$ cat config.mk
export PLATFORM = sky130hd
export DESIGN_NAME = nasti_mem_tester_flat
export DESIGN_NICKNAME = d
export VERILOG_FILES = /design/src/rtl/nasti_mem_tester_pkg.sv /design/src/rtl/nasti_mem_tester_if.sv /design/src/rtl/nasti_mem_tester.sv /design/src/flat_wrapper.sv
export SDC_FILE = /design/constraint.sdc
export NUM_CORES = 1
export LEC_CHECK = 0
export ABC_CLOCK_PERIOD_IN_PS = 6800
export BUFFER_PORTS_ARGS = -buffer_cell sky130_fd_sc_hd__buf_2
export CORE_UTILIZATION = 25
export CTS_CLUSTER_DIAMETER = 200
export DETAILED_ROUTE_END_ITERATION = 6
export PLACE_DENSITY = 0.56
export SYNTH_ARGS = -nofsm -noshare
export SYNTH_HDL_FRONTEND = slang
export SYNTH_SLANG_ARGS = --single-unit
$ cat constraint.sdc
create_clock -name clk -period 6.8 [get_ports clk]
set_input_delay 1.02 -clock clk [delete_from_list [all_inputs] [get_ports clk]]
set_output_delay 1.02 -clock clk [all_outputs]
set_load 0.01 [all_outputs]
$ cat src/rtl/nasti_mem_tester_pkg.sv
// Shared types and constants for the NASTI memory tester.
// Includes the state enum, NASTI response/burst codes and the data pattern generator.
package nasti_tester_pkg;

    typedef enum logic [2:0] {
        IDLE,
        AW,
        W,
        B,
        AR,
        R,
        DONE
    } state_e;

    localparam logic [1:0] NASTI_RESP_OKAY   = 2'b00;
    localparam logic [1:0] NASTI_RESP_EXOKAY = 2'b01;
    localparam logic [1:0] NASTI_RESP_SLVERR = 2'b10;
    localparam logic [1:0] NASTI_RESP_DECERR = 2'b11;

    localparam logic [1:0] NASTI_BURST_INCR  = 2'b01;

    // 32-bit lane value of a beat at byte address addr
    function automatic logic [31:0] pattern(input logic [63:0] addr,
                                            input logic [7:0]  lane,
                                            input logic [31:0] seed);
        logic [63:0] a;
        a = addr + {54'd0, lane, 2'b00};
        return a[31:0] ^ seed;
    endfunction

endpackage

$ cat src/rtl/nasti_mem_tester_if.sv
// NASTI AW/W/B/AR/R channel bundle with master and slave views.
interface nasti_channel #(
    parameter int ID_WIDTH   = 1,
    parameter int ADDR_WIDTH = 32,
    parameter int DATA_WIDTH = 128,
    parameter int USER_WIDTH = 1
);
    logic                    aw_valid;
    logic                    aw_ready;
    logic [ID_WIDTH-1:0]     aw_id;
    logic [ADDR_WIDTH-1:0]   aw_addr;
    logic [7:0]              aw_len;
    logic [2:0]              aw_size;
    logic [1:0]              aw_burst;
    logic                    aw_lock;
    logic [3:0]              aw_cache;
    logic [2:0]              aw_prot;
    logic [3:0]              aw_qos;
    logic [3:0]              aw_region;
    logic [USER_WIDTH-1:0]   aw_user;

    logic                    w_valid;
    logic                    w_ready;
    logic [DATA_WIDTH-1:0]   w_data;
    logic [DATA_WIDTH/8-1:0] w_strb;
    logic                    w_last;
    logic [USER_WIDTH-1:0]   w_user;

    logic                    b_valid;
    logic                    b_ready;
    logic [ID_WIDTH-1:0]     b_id;
    logic [1:0]              b_resp;
    logic [USER_WIDTH-1:0]   b_user;

    logic                    ar_valid;
    logic                    ar_ready;
    logic [ID_WIDTH-1:0]     ar_id;
    logic [ADDR_WIDTH-1:0]   ar_addr;
    logic [7:0]              ar_len;
    logic [2:0]              ar_size;
    logic [1:0]              ar_burst;
    logic                    ar_lock;
    logic [3:0]              ar_cache;
    logic [2:0]              ar_prot;
    logic [3:0]              ar_qos;
    logic [3:0]              ar_region;
    logic [USER_WIDTH-1:0]   ar_user;

    logic                    r_valid;
    logic                    r_ready;
    logic [ID_WIDTH-1:0]     r_id;
    logic [DATA_WIDTH-1:0]   r_data;
    logic [1:0]              r_resp;
    logic                    r_last;
    logic [USER_WIDTH-1:0]   r_user;

    modport master (
        output aw_valid, aw_id, aw_addr, aw_len, aw_size, aw_burst, aw_lock,
               aw_cache, aw_prot, aw_qos, aw_region, aw_user,
        input  aw_ready,
        output w_valid, w_data, w_strb, w_last, w_user,
        input  w_ready,
        input  b_valid, b_id, b_resp, b_user,
        output b_ready,
        output ar_valid, ar_id, ar_addr, ar_len, ar_size, ar_burst, ar_lock,
               ar_cache, ar_prot, ar_qos, ar_region, ar_user,
        input  ar_ready,
        input  r_valid, r_id, r_data, r_resp, r_last, r_user,
        output r_ready
    );

    modport slave (
        input  aw_valid, aw_id, aw_addr, aw_len, aw_size, aw_burst, aw_lock,
               aw_cache, aw_prot, aw_qos, aw_region, aw_user,
        output aw_ready,
        input  w_valid, w_data, w_strb, w_last, w_user,
        output w_ready,
        output b_valid, b_id, b_resp, b_user,
        input  b_ready,
        input  ar_valid, ar_id, ar_addr, ar_len, ar_size, ar_burst, ar_lock,
               ar_cache, ar_prot, ar_qos, ar_region, ar_user,
        output ar_ready,
        output r_valid, r_id, r_data, r_resp, r_last, r_user,
        input  r_ready
    );

endinterface

$ cat src/rtl/nasti_mem_tester.sv
// NASTI master traffic generator/checker: writes address-derived bursts, reads them
// back and counts data/response/framing errors, with a per-handshake watchdog.
module nasti_mem_tester
    import nasti_tester_pkg::*;
#(
    parameter int                    ID_WIDTH   = 1,
    parameter int                    ADDR_WIDTH = 32,
    parameter int                    DATA_WIDTH = 128,
    parameter int                    USER_WIDTH = 1,
    parameter logic [ADDR_WIDTH-1:0] BASE_ADDR  = 'h1000,
    parameter int                    BURST_LEN  = 4,
    parameter int                    NUM_BURSTS = 2,
    parameter logic [31:0]           SEED       = 32'hA5A5_5A5A,
    parameter int                    TIMEOUT    = 1024
) (
    input  logic         clk,
    input  logic         rst,
    input  logic         start,
    output logic         busy,
    output logic         done,
    output logic         pass,
    output logic         timeout,
    output logic [15:0]  err_count,
    nasti_channel.master nasti
);

    localparam int                    BYTES      = DATA_WIDTH / 8;
    localparam int                    LANES      = DATA_WIDTH / 32;
    localparam logic [ADDR_WIDTH-1:0] BEAT_INC   = ADDR_WIDTH'(BYTES);
    localparam logic [ADDR_WIDTH-1:0] BURST_INC  = ADDR_WIDTH'(BURST_LEN * BYTES);
    localparam logic [2:0]            AX_SIZE    = 3'($clog2(BYTES));
    localparam logic [7:0]            AX_LEN     = 8'(BURST_LEN - 1);
    localparam logic [8:0]            LAST_BEAT  = 9'(BURST_LEN - 1);
    localparam int                    WD_W       = $clog2(TIMEOUT + 1);
    localparam logic [WD_W-1:0]       WD_LOAD    = WD_W'(TIMEOUT - 1);
    localparam int                    BURST_W    = (NUM_BURSTS > 1) ? $clog2(NUM_BURSTS) : 1;
    localparam logic [BURST_W-1:0]    LAST_BURST = BURST_W'(NUM_BURSTS - 1);

    state_e                  state_q;
    logic                    busy_q, done_q, timeout_q;
    logic [15:0]             err_q;
    logic                    aw_valid_q, ar_valid_q, w_valid_q, w_last_q;
    logic                    b_ready_q, r_ready_q;
    logic [DATA_WIDTH-1:0]   w_data_q;
    logic [ADDR_WIDTH-1:0]   burst_addr_q, addr_q;
    logic [8:0]              beat_q;
    logic [BURST_W-1:0]      burst_q;
    logic [WD_W-1:0]         wd_q;

    logic [ADDR_WIDTH-1:0]   next_addr_d;
    logic [DATA_WIDTH-1:0]   cur_data_d, next_data_d;
    logic                    hs_d, active_d, wd_expired_d, r_bad_d, b_bad_d;
    logic                    unused_user;

    function automatic logic [DATA_WIDTH-1:0] beat_data(input logic [ADDR_WIDTH-1:0] a);
        logic [DATA_WIDTH-1:0] d;
        d = '0;
        for (int i = 0; i < LANES; i++) begin
            d[32*i +: 32] = pattern(64'(a), 8'(i), SEED);
        end
        return d;
    endfunction

    function automatic logic [15:0] sat_inc(input logic [15:0] e);
        return (e == 16'hFFFF) ? e : e + 16'd1;
    endfunction

    always_comb begin
        next_addr_d  = addr_q + BEAT_INC;
        cur_data_d   = beat_data(addr_q);
        next_data_d  = beat_data(next_addr_d);
        active_d     = state_q inside {AW, W, B, AR, R};
        hs_d         = ((state_q == AW) && aw_valid_q && nasti.aw_ready) ||
                       ((state_q == W)  && w_valid_q  && nasti.w_ready)  ||
                       ((state_q == B)  && b_ready_q  && nasti.b_valid)  ||
                       ((state_q == AR) && ar_valid_q && nasti.ar_ready) ||
                       ((state_q == R)  && r_ready_q  && nasti.r_valid);
        wd_expired_d = active_d && (wd_q == '0) && !hs_d;
        b_bad_d      = (nasti.b_resp != NASTI_RESP_OKAY) || (nasti.b_id != {ID_WIDTH{1'b0}});
        // One error per failing beat, whichever fields are wrong
        r_bad_d      = (nasti.r_data != cur_data_d) ||
                       (nasti.r_resp != NASTI_RESP_OKAY) ||
                       (nasti.r_id != {ID_WIDTH{1'b0}}) ||
                       (nasti.r_last != (beat_q == LAST_BEAT)) ||
                       (beat_q > LAST_BEAT);
    end

    always_ff @(posedge clk or posedge rst) begin
        if (rst) begin
            state_q      <= IDLE;
            busy_q       <= 1'b0;
            done_q       <= 1'b0;
            timeout_q    <= 1'b0;
            err_q        <= '0;
            aw_valid_q   <= 1'b0;
            w_valid_q    <= 1'b0;
            w_last_q     <= 1'b0;
            w_data_q     <= '0;
            b_ready_q    <= 1'b0;
            ar_valid_q   <= 1'b0;
            r_ready_q    <= 1'b0;
            burst_addr_q <= '0;
            addr_q       <= '0;
            beat_q       <= '0;
            burst_q      <= '0;
            wd_q         <= WD_LOAD;
        end else begin
            if (active_d) begin
                wd_q <= hs_d ? WD_LOAD : wd_q - 1'b1;
            end
            if (wd_expired_d) begin
                timeout_q  <= 1'b1;
                aw_valid_q <= 1'b0;
                w_valid_q  <= 1'b0;
                w_last_q   <= 1'b0;
                b_ready_q  <= 1'b0;
                ar_valid_q <= 1'b0;
                r_ready_q  <= 1'b0;
                busy_q     <= 1'b0;
                done_q     <= 1'b1;
                state_q    <= DONE;
            end else begin
                case (state_q)
                    IDLE: if (start) begin
                        busy_q       <= 1'b1;
                        done_q       <= 1'b0;
                        timeout_q    <= 1'b0;
                        err_q        <= '0;
                        burst_q      <= '0;
                        burst_addr_q <= BASE_ADDR;
                        addr_q       <= BASE_ADDR;
                        aw_valid_q   <= 1'b1;
                        wd_q         <= WD_LOAD;
                        state_q      <= AW;
                    end
                    AW: if (hs_d) begin
                        aw_valid_q <= 1'b0;
                        w_valid_q  <= 1'b1;
                        w_data_q   <= cur_data_d;
                        w_last_q   <= (LAST_BEAT == 9'd0);
                        beat_q     <= '0;
                        state_q    <= W;
                    end
                    W: if (hs_d) begin
                        if (w_last_q) begin
                            w_valid_q <= 1'b0;
                            w_last_q  <= 1'b0;
                            b_ready_q <= 1'b1;
                            state_q   <= B;
                        end else begin
                            beat_q   <= beat_q + 9'd1;
                            addr_q   <= next_addr_d;
                            w_data_q <= next_data_d;
                            w_last_q <= ((beat_q + 9'd1) == LAST_BEAT);
                        end
                    end
                    B: if (hs_d) begin
                        b_ready_q <= 1'b0;
                        if (b_bad_d) err_q <= sat_inc(err_q);
                        if (burst_q == LAST_BURST) begin
                            burst_q      <= '0;
                            burst_addr_q <= BASE_ADDR;
                            addr_q       <= BASE_ADDR;
                            ar_valid_q   <= 1'b1;
                            state_q      <= AR;
                        end else begin
                            burst_q      <= burst_q + BURST_W'(1);
                            burst_addr_q <= burst_addr_q + BURST_INC;
                            addr_q       <= burst_addr_q + BURST_INC;
                            aw_valid_q   <= 1'b1;
                            state_q      <= AW;
                        end
                    end
                    AR: if (hs_d) begin
                        ar_valid_q <= 1'b0;
                        r_ready_q  <= 1'b1;
                        beat_q     <= '0;
                        state_q    <= R;
                    end
                    R: if (hs_d) begin
                        if (r_bad_d) err_q <= sat_inc(err_q);
                        addr_q <= next_addr_d;
                        if (beat_q != 9'h1FF) beat_q <= beat_q + 9'd1;
                        // Burst framing follows the slave's r_last, even when early or late
                        if (nasti.r_last) begin
                            r_ready_q <= 1'b0;
                            if (burst_q == LAST_BURST) begin
                                busy_q  <= 1'b0;
                                done_q  <= 1'b1;
                                state_q <= DONE;
                            end else begin
                                burst_q      <= burst_q + BURST_W'(1);
                                burst_addr_q <= burst_addr_q + BURST_INC;
                                addr_q       <= burst_addr_q + BURST_INC;
                                ar_valid_q   <= 1'b1;
                                state_q      <= AR;
                            end
                        end
                    end
                    DONE:    state_q <= IDLE;
                    default: state_q <= IDLE;
                endcase
            end
        end
    end

    assign busy      = busy_q;
    assign done      = done_q;
    assign timeout   = timeout_q;
    assign err_count = err_q;
    assign pass      = done_q && (err_q == 16'd0) && !timeout_q;

    assign nasti.aw_valid  = aw_valid_q;
    assign nasti.aw_id     = {ID_WIDTH{1'b0}};
    assign nasti.aw_addr   = burst_addr_q;
    assign nasti.aw_len    = AX_LEN;
    assign nasti.aw_size   = AX_SIZE;
    assign nasti.aw_burst  = NASTI_BURST_INCR;
    assign nasti.aw_lock   = 1'b0;
    assign nasti.aw_cache  = 4'd0;
    assign nasti.aw_prot   = 3'd0;
    assign nasti.aw_qos    = 4'd0;
    assign nasti.aw_region = 4'd0;
    assign nasti.aw_user   = {USER_WIDTH{1'b0}};

    assign nasti.w_valid   = w_valid_q;
    assign nasti.w_data    = w_data_q;
    assign nasti.w_strb    = '1;
    assign nasti.w_last    = w_last_q;
    assign nasti.w_user    = {USER_WIDTH{1'b0}};

    assign nasti.b_ready   = b_ready_q;

    assign nasti.ar_valid  = ar_valid_q;
    assign nasti.ar_id     = {ID_WIDTH{1'b0}};
    assign nasti.ar_addr   = burst_addr_q;
    assign nasti.ar_len    = AX_LEN;
    assign nasti.ar_size   = AX_SIZE;
    assign nasti.ar_burst  = NASTI_BURST_INCR;
    assign nasti.ar_lock   = 1'b0;
    assign nasti.ar_cache  = 4'd0;
    assign nasti.ar_prot   = 3'd0;
    assign nasti.ar_qos    = 4'd0;
    assign nasti.ar_region = 4'd0;
    assign nasti.ar_user   = {USER_WIDTH{1'b0}};

    assign nasti.r_ready   = r_ready_q;

    assign unused_user = ^{nasti.b_user, nasti.r_user};

endmodule
$ cat src/flat_wrapper.sv
// flat-port wrapper written by rule: the top's interface ports become plain ports
module nasti_mem_tester_flat import nasti_tester_pkg::*;
#(
    parameter int                    ID_WIDTH   = 1,
    parameter int                    ADDR_WIDTH = 32,
    parameter int                    DATA_WIDTH = 128,
    parameter int                    USER_WIDTH = 1,
    parameter logic [ADDR_WIDTH-1:0] BASE_ADDR  = 'h1000,
    parameter int                    BURST_LEN  = 4,
    parameter int                    NUM_BURSTS = 2,
    parameter logic [31:0]           SEED       = 32'hA5A5_5A5A,
    parameter int                    TIMEOUT    = 1024
)
  (clk, rst, start, busy, done, pass, timeout, err_count, nasti_aw_valid, nasti_aw_id, nasti_aw_addr, nasti_aw_len, nasti_aw_size, nasti_aw_burst, nasti_aw_lock, nasti_aw_cache, nasti_aw_prot, nasti_aw_qos, nasti_aw_region, nasti_aw_user, nasti_aw_ready, nasti_w_valid, nasti_w_data, nasti_w_strb, nasti_w_last, nasti_w_user, nasti_w_ready, nasti_b_valid, nasti_b_id, nasti_b_resp, nasti_b_user, nasti_b_ready, nasti_ar_valid, nasti_ar_id, nasti_ar_addr, nasti_ar_len, nasti_ar_size, nasti_ar_burst, nasti_ar_lock, nasti_ar_cache, nasti_ar_prot, nasti_ar_qos, nasti_ar_region, nasti_ar_user, nasti_ar_ready, nasti_r_valid, nasti_r_id, nasti_r_data, nasti_r_resp, nasti_r_last, nasti_r_user, nasti_r_ready);
  nasti_channel #(.ID_WIDTH(ID_WIDTH), .ADDR_WIDTH(ADDR_WIDTH), .DATA_WIDTH(DATA_WIDTH), .USER_WIDTH(USER_WIDTH)) nasti_i ();
  input  logic clk;
  input  logic rst;
  input  logic start;
  output logic busy;
  output logic done;
  output logic pass;
  output logic timeout;
  output logic [15:0] err_count;
  output wire logic [$bits(nasti_i.aw_valid)-1:0] nasti_aw_valid;
  output wire logic [$bits(nasti_i.aw_id)-1:0] nasti_aw_id;
  output wire logic [$bits(nasti_i.aw_addr)-1:0] nasti_aw_addr;
  output wire logic [$bits(nasti_i.aw_len)-1:0] nasti_aw_len;
  output wire logic [$bits(nasti_i.aw_size)-1:0] nasti_aw_size;
  output wire logic [$bits(nasti_i.aw_burst)-1:0] nasti_aw_burst;
  output wire logic [$bits(nasti_i.aw_lock)-1:0] nasti_aw_lock;
  output wire logic [$bits(nasti_i.aw_cache)-1:0] nasti_aw_cache;
  output wire logic [$bits(nasti_i.aw_prot)-1:0] nasti_aw_prot;
  output wire logic [$bits(nasti_i.aw_qos)-1:0] nasti_aw_qos;
  output wire logic [$bits(nasti_i.aw_region)-1:0] nasti_aw_region;
  output wire logic [$bits(nasti_i.aw_user)-1:0] nasti_aw_user;
  input wire logic [$bits(nasti_i.aw_ready)-1:0] nasti_aw_ready;
  output wire logic [$bits(nasti_i.w_valid)-1:0] nasti_w_valid;
  output wire logic [$bits(nasti_i.w_data)-1:0] nasti_w_data;
  output wire logic [$bits(nasti_i.w_strb)-1:0] nasti_w_strb;
  output wire logic [$bits(nasti_i.w_last)-1:0] nasti_w_last;
  output wire logic [$bits(nasti_i.w_user)-1:0] nasti_w_user;
  input wire logic [$bits(nasti_i.w_ready)-1:0] nasti_w_ready;
  input wire logic [$bits(nasti_i.b_valid)-1:0] nasti_b_valid;
  input wire logic [$bits(nasti_i.b_id)-1:0] nasti_b_id;
  input wire logic [$bits(nasti_i.b_resp)-1:0] nasti_b_resp;
  input wire logic [$bits(nasti_i.b_user)-1:0] nasti_b_user;
  output wire logic [$bits(nasti_i.b_ready)-1:0] nasti_b_ready;
  output wire logic [$bits(nasti_i.ar_valid)-1:0] nasti_ar_valid;
  output wire logic [$bits(nasti_i.ar_id)-1:0] nasti_ar_id;
  output wire logic [$bits(nasti_i.ar_addr)-1:0] nasti_ar_addr;
  output wire logic [$bits(nasti_i.ar_len)-1:0] nasti_ar_len;
  output wire logic [$bits(nasti_i.ar_size)-1:0] nasti_ar_size;
  output wire logic [$bits(nasti_i.ar_burst)-1:0] nasti_ar_burst;
  output wire logic [$bits(nasti_i.ar_lock)-1:0] nasti_ar_lock;
  output wire logic [$bits(nasti_i.ar_cache)-1:0] nasti_ar_cache;
  output wire logic [$bits(nasti_i.ar_prot)-1:0] nasti_ar_prot;
  output wire logic [$bits(nasti_i.ar_qos)-1:0] nasti_ar_qos;
  output wire logic [$bits(nasti_i.ar_region)-1:0] nasti_ar_region;
  output wire logic [$bits(nasti_i.ar_user)-1:0] nasti_ar_user;
  input wire logic [$bits(nasti_i.ar_ready)-1:0] nasti_ar_ready;
  input wire logic [$bits(nasti_i.r_valid)-1:0] nasti_r_valid;
  input wire logic [$bits(nasti_i.r_id)-1:0] nasti_r_id;
  input wire logic [$bits(nasti_i.r_data)-1:0] nasti_r_data;
  input wire logic [$bits(nasti_i.r_resp)-1:0] nasti_r_resp;
  input wire logic [$bits(nasti_i.r_last)-1:0] nasti_r_last;
  input wire logic [$bits(nasti_i.r_user)-1:0] nasti_r_user;
  output wire logic [$bits(nasti_i.r_ready)-1:0] nasti_r_ready;
  assign nasti_aw_valid = nasti_i.aw_valid;
  assign nasti_aw_id = nasti_i.aw_id;
  assign nasti_aw_addr = nasti_i.aw_addr;
  assign nasti_aw_len = nasti_i.aw_len;
  assign nasti_aw_size = nasti_i.aw_size;
  assign nasti_aw_burst = nasti_i.aw_burst;
  assign nasti_aw_lock = nasti_i.aw_lock;
  assign nasti_aw_cache = nasti_i.aw_cache;
  assign nasti_aw_prot = nasti_i.aw_prot;
  assign nasti_aw_qos = nasti_i.aw_qos;
  assign nasti_aw_region = nasti_i.aw_region;
  assign nasti_aw_user = nasti_i.aw_user;
  assign nasti_i.aw_ready = nasti_aw_ready;
  assign nasti_w_valid = nasti_i.w_valid;
  assign nasti_w_data = nasti_i.w_data;
  assign nasti_w_strb = nasti_i.w_strb;
  assign nasti_w_last = nasti_i.w_last;
  assign nasti_w_user = nasti_i.w_user;
  assign nasti_i.w_ready = nasti_w_ready;
  assign nasti_i.b_valid = nasti_b_valid;
  assign nasti_i.b_id = nasti_b_id;
  assign nasti_i.b_resp = nasti_b_resp;
  assign nasti_i.b_user = nasti_b_user;
  assign nasti_b_ready = nasti_i.b_ready;
  assign nasti_ar_valid = nasti_i.ar_valid;
  assign nasti_ar_id = nasti_i.ar_id;
  assign nasti_ar_addr = nasti_i.ar_addr;
  assign nasti_ar_len = nasti_i.ar_len;
  assign nasti_ar_size = nasti_i.ar_size;
  assign nasti_ar_burst = nasti_i.ar_burst;
  assign nasti_ar_lock = nasti_i.ar_lock;
  assign nasti_ar_cache = nasti_i.ar_cache;
  assign nasti_ar_prot = nasti_i.ar_prot;
  assign nasti_ar_qos = nasti_i.ar_qos;
  assign nasti_ar_region = nasti_i.ar_region;
  assign nasti_ar_user = nasti_i.ar_user;
  assign nasti_i.ar_ready = nasti_ar_ready;
  assign nasti_i.r_valid = nasti_r_valid;
  assign nasti_i.r_id = nasti_r_id;
  assign nasti_i.r_data = nasti_r_data;
  assign nasti_i.r_resp = nasti_r_resp;
  assign nasti_i.r_last = nasti_r_last;
  assign nasti_i.r_user = nasti_r_user;
  assign nasti_r_ready = nasti_i.r_ready;
  nasti_mem_tester #(.ID_WIDTH(ID_WIDTH), .ADDR_WIDTH(ADDR_WIDTH), .DATA_WIDTH(DATA_WIDTH), .USER_WIDTH(USER_WIDTH), .BASE_ADDR(BASE_ADDR), .BURST_LEN(BURST_LEN), .NUM_BURSTS(NUM_BURSTS), .SEED(SEED), .TIMEOUT(TIMEOUT)) u_core (.clk(clk), .rst(rst), .start(start), .busy(busy), .done(done), .pass(pass), .timeout(timeout), .err_count(err_count), .nasti(nasti_i));
endmodule
==> metrics.txt, run 1 <==
Top delay family on crit path simple AND/OR/NAND/NOR gates; DRT iter0 DRCs 1816; maxcap violations 0; share of synthesized registers carrying an async set or reset 100%; required time of the critical path 7320 ps; Fmax achieved a little under 200 MHz; Synth Instances 2432; Max FO, Critical Path 16; Initial Util between 20 and 30%; Largest stage delay, worst path 1050 ps; Synth Register Bits 233; EDFF count, synth 0; PostCTS Resize Cnt 0; CTS buffer count 28; row count ~100; worst-skew pair later-pin latency around 590 ps; CP Cell Sequence nand4_2, nor4_4, nand2_2, xnor2_1, a2111o_1, or4_1, nor4_4, buf_4, a41oi_1, a21bo_1; GRT Total Usage 22.6%; Setup Crit Path Kind flop to flop; Seq/Total Area, Yosys 30.6%; setup tns final 0 ps; clk buf depth 3; CTS root buf clkbuf_16; RSZ-0062 raised after global routing false; I/O pin cnt 442; Slew headroom 23.8%; Post-Synthesis Cell Area ~0.019 mm^2; Avg Inst Size Synth 7.86 um^2; Slew Limit Fails 0; Routed Antenna Nets 0; drt pass-1 iters 7; dpl hpwl slightly above 70000 um; PortBufs 360; Leak 9.48 nW; Crit path buffers/inverters 1; status complete, but fails checks; post-route minimum period slightly above 5000 ps; initial antenna violation count 26; VDD IR-drop max 0.000180 V; Placeable Area 0.0758 mm^2; DRC Markers 2; cts hold-fix bufs 0; CTS sink count 233; fin nets 2842; Die ar. a little under 0.08 mm^2; setup repair bufs after CTS 0; routability cong. just over 1; layout cells sized above 1 19.7%; crit path DAT 5650 ps; Netlist cell types 97; Worst Hold Margin 467 ps; Routed WL 91100 um; Die H 279 um; Critical-path top delay cell nor4_4; vias per cell ~5.3; CP dominant cell by count nor4_4; Worst Tran Pin Value 1130 ps; top_reg_cell synth dfrtp_1; Final Hold Fails 0; GRT Residual Overflow 0; vias in the first global route about 18000; Die Width 279 um; worst reg2reg startpoint u_core.addr_q[15]$_DFFE_PP0P_; Worst Setup SP u_core.addr_q[15]$_DFFE_PP0P_; Final Setup Violations 0; pwr dens 268 mW/mm^2; Syn. warnings 0; Synth top area share between 20 and 30%; CP Capture Type flop; routed len/inst 24.7 um; failing checks DRC; hold_sp u_core.nasti.w_data[99]$_DFFE_PP0P_; Final Skew ~30 ps; H-tree levels 1; crit share post-route between 70 and 80%; Worst Setup Start Kind flop; synth top area cells dfrtp_1 (29%), xnor2_1 (8.6%), nand2_1 (6.3%), o21ai_0 (6.3%), xor2_1 (5.0%); Syn-to-layout area delta 16.8%; dominant cell type by area after synthesis dfrtp_1; TritonCTS clock tree built; pin count of the biggest net entering global routing about 130; Clock transition at path regs 70 ps; Hold Crit Class flop to flop; DR vias 19486; final core occ 29.5%; first-pass GRT wire length 128000 um
worst paths after layout:
kind | end | slack (ps) | cells past startpoint
hold / removal | u_core.nasti.w_data[99]$_DFFE_PP0P_ | 470 | 2
setup / recovery | u_core.err_count[4]$_DFFE_PP0P_ | 1670 | 10
max in group asynchronous | u_core.nasti.w_data[123]$_DFFE_PP0P_ | 4840 | 3
min in group asynchronous | u_core.nasti.w_data[6]$_DFFE_PP0P_ | 610 | 2
hold reg to reg | u_core.nasti.w_data[99]$_DFFE_PP0P_ | 470 | 2
setup reg to reg | u_core.err_count[4]$_DFFE_PP0P_ | 1670 | 10
cells in the mapped netlist, drive strengths merged (9+ instances only):
cell type  number
a2111oi        11
a21bo          15
a21boi         12
a21oi         107
a22o           12
a31oi          17
a41oi          16
and2           21
and3           41
and4           16
buf           170
clkbuf        112
dfrtp         223
dfstp          10
ha             16
inv            35
nand2         322
nand2b         17
nand3          88
nand4          47
nor2          178
nor2b          29
nor3           84
nor3b          10
nor4           55
o211ai         11
o21ai         244
o22ai          25
o31ai          25
or2             9
or3            23
or4            13
xnor2         187
xor2          109
registers in the layout, summed over array words and instances, names as in the netlist, 3 cells and up:
| signal | flops |
|---|---|
| u_core.nasti.w_data | 120 |
| u_core.addr_q | 32 |
| u_core.nasti.ar_addr | 32 |
| u_core.err_count | 16 |
| u_core.wd_q | 11 |
| u_core.beat_q | 9 |
| u_core.state_q | 3 |
where the power goes:
part / switching, mW / leakage, nW / internal (mW)
combinational: 1.70 / 5.99 / 0.796
sequential: 0.286 / 3.04 / 1.69
clock: 0.645 / 0.449 / 0.868
total: 2.63 / 9.48 / 3.35
cell usage in the layout (no fill, tap or decap), types with 20 or more instances in the layout:
cell type and count:
or3_1 22, buf_4 62, xnor2_1 187, nor3_1 80
nand4_1 41, conb_1 79, nand3_1 86, nor4_1 44
clkbuf_16 29, inv_1 32, nor2_1 177, nor2b_1 29
buf_2 360, dfrtp_1 223, a21oi_1 106, and3_1 41
and2_1 20, o31ai_1 25, xor2_1 109, nand2_1 321
o21ai_0 238, o22ai_1 25
tightest hold or removal path, cell delays in order (launching register included):
cell and delay [ps]:
dfrtp_1 330, nand2_1 50, nand2_1 50
through the flow:
stage,cells,instance area (um^2),setup WS [ps],power [mW]
2_1_floorplan,2509,19400,2590,3.51
6_report,3692,22300,1670,5.98
3_5_place_dp,3629,21400,1860,4.49
3_3_place_gp,3629,21400,1840,4.47
4_1_cts,3681,22300,1840,6.02
5_1_grt,3688,22300,1580,6.34
final cells by class:
cell class / instances / area (um^2)
clock inverter: 7 / 45.0
tap: 978 / 1220
antenna: 11 / 27.5
inverter: 40 / 154
clock buffer: 45 / 866
timing repair buffer: 424 / 2310
sequential: 233 / 5840
fill: 8338 / 53500
multi-input combinational: 1954 / 11900
cells by family after synthesis:
family	after synthesis	synth area share, %
and+or+nand+nor	974	26.1
xor gates and xnor gates	301	14.1
other	2	0.0393
DFF	233	30.6
muxes	5	0.281
adders and majority gates	16	1.05
AOI/OAI and AO/OA	579	18.8
buffers and inverters	322	8.99
layer usage:
metal	GRT usage [%]	wire (um)	vias to the layer above
met5	0	156	-
met2	36.1	41200	975
met1	29.8	38000	9369
met3	3.77	7350	186
met4	10.3	4310	26
li1	-	-	8930
(Power assumes the default switching activity.)
==> inputs of run 2 (changes only) <==
Settings changed: ABC_CLOCK_PERIOD_IN_PS 6800 to 5300, PLACE_DENSITY 0.56 to 0.54.
Clock period 6.8 ns to 5.3 ns, I/O delays scaled along.
==> metrics.txt, run 2 (same netlist as run 1, synthesis figures left out) <==
status finished clean; setup tns final 0 ps; CP Cell Sequence inv_1, ha_1, nor2_1, a2111oi_0, o211ai_1, nor4_1, o2111ai_1, or4_4, nor4_4, buf_4, a41oi_1, a21bo_2; CTS sink count 233; fin nets 2896; setup repair bufs after CTS 0; clk buf depth 3; final core occ 30.1%; TritonCTS clock tree built; routed len/inst 24.8 um; dpl hpwl 73800 um; Fillers between 8000 and 9000; I/O pin cnt 442; CTS root buf clkbuf_16; Worst Tran Pin Value 1230 ps; pwr dens 341 mW/mm^2; Worst Setup Start Kind flop; Slew Limit Fails 0; Hold Crit Class primary input to asynchronous set/reset pin; routability cong. between 1 and 1.5; Final Hold Fails 0; vias in the first global route roughly 18000; Die ar. 0.0776 mm^2; DR vias 19691; GRT Total Usage 23.1%; Final Setup Violations 0; Clock transition at path regs 60 ps; Setup Crit Path Kind flop to flop; area of the multi-input gates roughly 0.012 mm^2; most frequent cells in the layout buf_2 (360), nand2_1 (321), o21ai_0 (238); crit share post-route between 90% and 100%; Syn-to-layout area delta 19.2%; Fmax achieved 203 MHz; first-pass GRT wire length 131000 um; row count 101; Finished Layout Cells 3741; crit path DAT 5440 ps; Routed Antenna Nets 0; CTS buffer count 29; required time of the critical path roughly 5800 ps; Die Width between 200 and 300 um; Inst Count DP approximately 3700; worst-skew pair later-pin latency 590 ps; Placeable Area about 0.076 mm^2; Storage cell area 0.00584 mm^2; vias per cell around 5.3; DRT iter0 DRCs 2020; Die H 279 um; Worst R2R Setup Slack 380 ps; worst reg2reg startpoint u_core.addr_q[3]$_DFFE_PP0P_; VDD IR-drop max 0.000236 V; RSZ-0062 raised after global routing false; maxcap violations 0; initial antenna violation count 13; Slew headroom 18.1%; PostCTS Resize Cnt 0; GRT Residual Overflow 0; reg-to-reg endpoint u_core.err_count[11]$_DFFE_PP0P_; Initial Util 25.2%; H-tree levels 1; Routed WL 92900 um; cells on worst reg2reg path 12; Max FO, Critical Path 16; pin count of the biggest net entering global routing 106; Final Skew 18.3 ps; DRC Markers 0; cts hold-fix bufs 0; max reg flops 120; layout cells sized above 1 21.4%; Largest stage delay, worst path between 700 and 800 ps; Critical-path top delay cell a2111oi_0; Leak 9.78 nW; drt pass-1 iters 7; CP Capture Type flop; worst setup margin 381 ps; dpl ws about 530 ps; post-route minimum period 4920 ps; commonest non-fill, non-tap cell in the layout buf_2; PortBufs between 300 and 400
run 2: routing by layer:
metal	up-vias	routed length [um]	GRT usage (%)
met4	8	4460	10.3
met2	985	42100	36.7
li1	9038	-	-
met3	185	7390	3.16
met5	-	53	0
met1	9475	39000	31.1
run 2: layout make-up:
type                       count  area share, %
multi-input combinational   1954           52.0
sequential                   233           25.6
timing repair buffer         477           12.1
tap                          978           5.37
clock buffer                  40           3.72
inverter                      40          0.675
clock inverter                10          0.379
antenna                        9         0.0988
run 2: report_power, final:
part / switching [mW] / internal (mW) / total (mW) / leakage [nW]
combinational: 2.22 / 1.03 / 3.26 / 6.28
clock: 0.858 / 1.15 / 2.01 / 0.469
sequential: 0.344 / 2.17 / 2.51 / 3.04
total: 3.42 / 4.36 / 7.78 / 9.78
run 2: worst max-delay path, delay by kind of cell, from the launching register on:
family / cells / cell delay [ps]
compound gates: 5 / 1670
fa+ha+maj: 1 / 490
buf+inv: 2 / 470
flops: 1 / 660
simple gates: 4 / 1550
run 2: how the worst max path moves through the flow:
stage / start / endpoint
global route: u_core.addr_q[3]$_DFFE_PP0P_ / u_core.err_count[11]$_DFFE_PP0P_
CTS: u_core.addr_q[3]$_DFFE_PP0P_ / u_core.err_count[11]$_DFFE_PP0P_
global placement: u_core.addr_q[3]$_DFFE_PP0P_ / u_core.err_count[10]$_DFFE_PP0P_
detailed placement: u_core.addr_q[3]$_DFFE_PP0P_ / u_core.err_count[10]$_DFFE_PP0P_
finish: u_core.addr_q[3]$_DFFE_PP0P_ / u_core.err_count[11]$_DFFE_PP0P_
floorplan: u_core.addr_q[2]$_DFFE_PP0P_ / u_core.err_count[9]$_DFFE_PP0P_
run 2: per-stage QoR:
step                      area, um^2  total power, mW  hold WS, ps
final                          22800             7.78          409
after global routing           22800             8.23          487
after CTS                      22800             7.84          441
after detailed placement       21800             5.81          465
after global placement         21800             5.78          459
after floorplan                19400             4.51          469
==> inputs of run 3 (changes only) <==
Settings changed: GPL_TIMING_DRIVEN set to 0.
==> metrics.txt, run 3 (same netlist as run 1, synthesis figures left out) <==
row count between 100 and 150; Clock transition at path regs 60 ps; max reg flops 120; Switching Fraction 45.0%; TritonCTS clock tree built; Comb pwr share 44.8%; setup tns final 0 ps; Worst R2R Setup Slack 50 ps; Syn-to-layout area delta 24.2%; pwr dens 350 mW/mm^2; Pwr Total 8.31 mW; post-route minimum period around 5200 ps; routed len/inst approximately 26 um; DRT iter0 DRCs between 2000 and 2500; Die H 279 um; pin count of the biggest net entering global routing 40; Hold Crit Class primary input to asynchronous set/reset pin; maxcap violations 0; status finished clean; layout cells sized above 1 22.0%; Setup Crit Path Kind flop to flop; final core occ 31.3%; GRT Total Usage approximately a quarter; RSZ-0062 raised after global routing false; Routed WL roughly 100000 um; CP Capture Type flop; clock share of power 25.9%; drt pass-1 iters 7; worst reg2reg startpoint u_core.addr_q[3]$_DFFE_PP0P_; cells on worst reg2reg path 16; worst-skew pair later-pin latency ~600 ps; vias in the first global route 19348; vias per cell between 5 and 6; Largest stage delay, worst path 560 ps; area of the multi-input gates 0.0119 mm^2; Routed Antenna Nets 0; Leak between 10 and 15 nW; Max FO, Critical Path 10; CP Cell Sequence clkbuf_2, inv_1, ha_1, clkbuf_1, nand4b_1, nor4_4, buf_4, buf_4, nand2_1, nor3_2, nor4_1, and3_1, buf_2, clkbuf_1, a41oi_1, a21bo_1; Initial Util 25.2%; Worst Tran Pin Value approximately 1300 ps; fin nets 3081; Die Width roughly 280 um; Critical-path top delay cell nor4_4; Die ar. just under 0.08 mm^2; DR vias 20742; commonest non-fill, non-tap cell in the layout buf_2; Storage cell area 0.00584 mm^2; Cell Int Power 4.57 mW; CTS buffer count 29; GRT Residual Overflow 0; design area ~0.024 mm^2; Finished Layout Cells a little under 4000; VDD IR-drop max 0.000213 V; most frequent cells in the layout buf_2 (384), nand2_1 (321), o21ai_0 (239); CTS root buf clkbuf_16; CTS sink count 233; Placeable Area approximately 0.076 mm^2; H-tree levels 1; Fmax achieved roughly 190 MHz; Slew Limit Fails 0; Fillers 8364; Final Hold Fails 0; Final Setup Violations 0; Slew headroom 12.2%; DP Area 0.0226 mm^2; first-pass GRT wire length 144000 um; crit share post-route a little over nine tenths; Sw Pwr about 3.7 mW; I/O pin cnt 442; DRC Markers 0; clk buf depth 3; Worst Setup Start Kind flop; Final Skew about 32 ps; initial antenna violation count 18; Reg power frac 29.3%; routability cong. 1.01; reg-to-reg endpoint u_core.err_count[1]$_DFFE_PP0P_; dpl hpwl roughly 84000 um; crit path DAT 5700 ps; Inst Count DP between 3000 and 4000; required time of the critical path between 5000 and 6000 ps; PortBufs 360
## run 3: cell count changes in the layout (fill, tap and decap cells not counted), sizes merged
cell and delta:
clkbuf +113, bufinv +3, clkinvlp +2, clkinv -2
inv -1, buf +73, diode -2
## run 3: worst max-delay path by stage
stage                                                  to                          from  slack (ps)  depth (start not counted)
after floorplan           u_core.err_count[9]$_DFFE_PP0P_  u_core.addr_q[2]$_DFFE_PP0P_        1090                         15
after global placement    u_core.err_count[1]$_DFFE_PP0P_  u_core.addr_q[3]$_DFFE_PP0P_       -1150                         13
after detailed placement  u_core.err_count[1]$_DFFE_PP0P_  u_core.addr_q[3]$_DFFE_PP0P_       -1140                         13
after CTS                 u_core.err_count[1]$_DFFE_PP0P_  u_core.addr_q[3]$_DFFE_PP0P_          20                         13
after global routing      u_core.err_count[3]$_DFFE_PP0P_  u_core.addr_q[3]$_DFFE_PP0P_          20                         14
final                     u_core.err_count[1]$_DFFE_PP0P_  u_core.addr_q[3]$_DFFE_PP0P_          50                         16
## run 3: area by class of cell
cell class,count,share of cell area (%)
multi-input combinational,1954,50.1
sequential,233,24.6
timing repair buffer,381,8.60
buffer,281,6.61
tap,978,5.15
clock buffer,41,3.54
clock inverter,12,0.711
inverter,40,0.648
antenna,7,0.0738
## run 3: power groups by stage
stage	registers, mW	clock network (mW)	logic [mW]
finish	2.44	2.15	3.72
global route	2.49	2.26	4.02
CTS	2.44	2.18	3.72
detailed placement	2.47	0	3.71
global placement	2.46	0	3.67
floorplan	2.55	0	1.96
## run 3: repair_timing
action / in CTS / in global routing
resized for setup: 7 / 3
setup endpoints to repair: 26 / 104
hold endpoints to repair: 0 / 0
hold buffers: 0 / 0
pin swaps: 3 / 1
setup buffers: 8 / 3
## run 3: metal layers
metal,GRT usage [%],vias to the layer above,wire length [um]
li1,-,9417,-
met1,33.9,10088,43200
met2,41.7,1012,46900
met3,4.03,211,8280
met4,12.1,14,5370
met5,0,-,83
## run 3: metrics by stage
step / setup WS (ps) / hold slack, ps
6_report: 54.0 / 328
2_1_floorplan: 1090 / 469
3_5_place_dp: -1140 / 465
3_3_place_gp: -1150 / 458
5_1_grt: 20.0 / 381
4_1_cts: 21.3 / 332
## run 3: critical path, delay by kind of cell, from the launching register on
kind	cells	cell delay, ps
buffers and inverters	7	1980
adder cells (fa/ha/maj)	1	290
flip-flops	1	480
AO/OA/AOI/OAI	2	510
AND/OR/NAND/NOR	6	1830
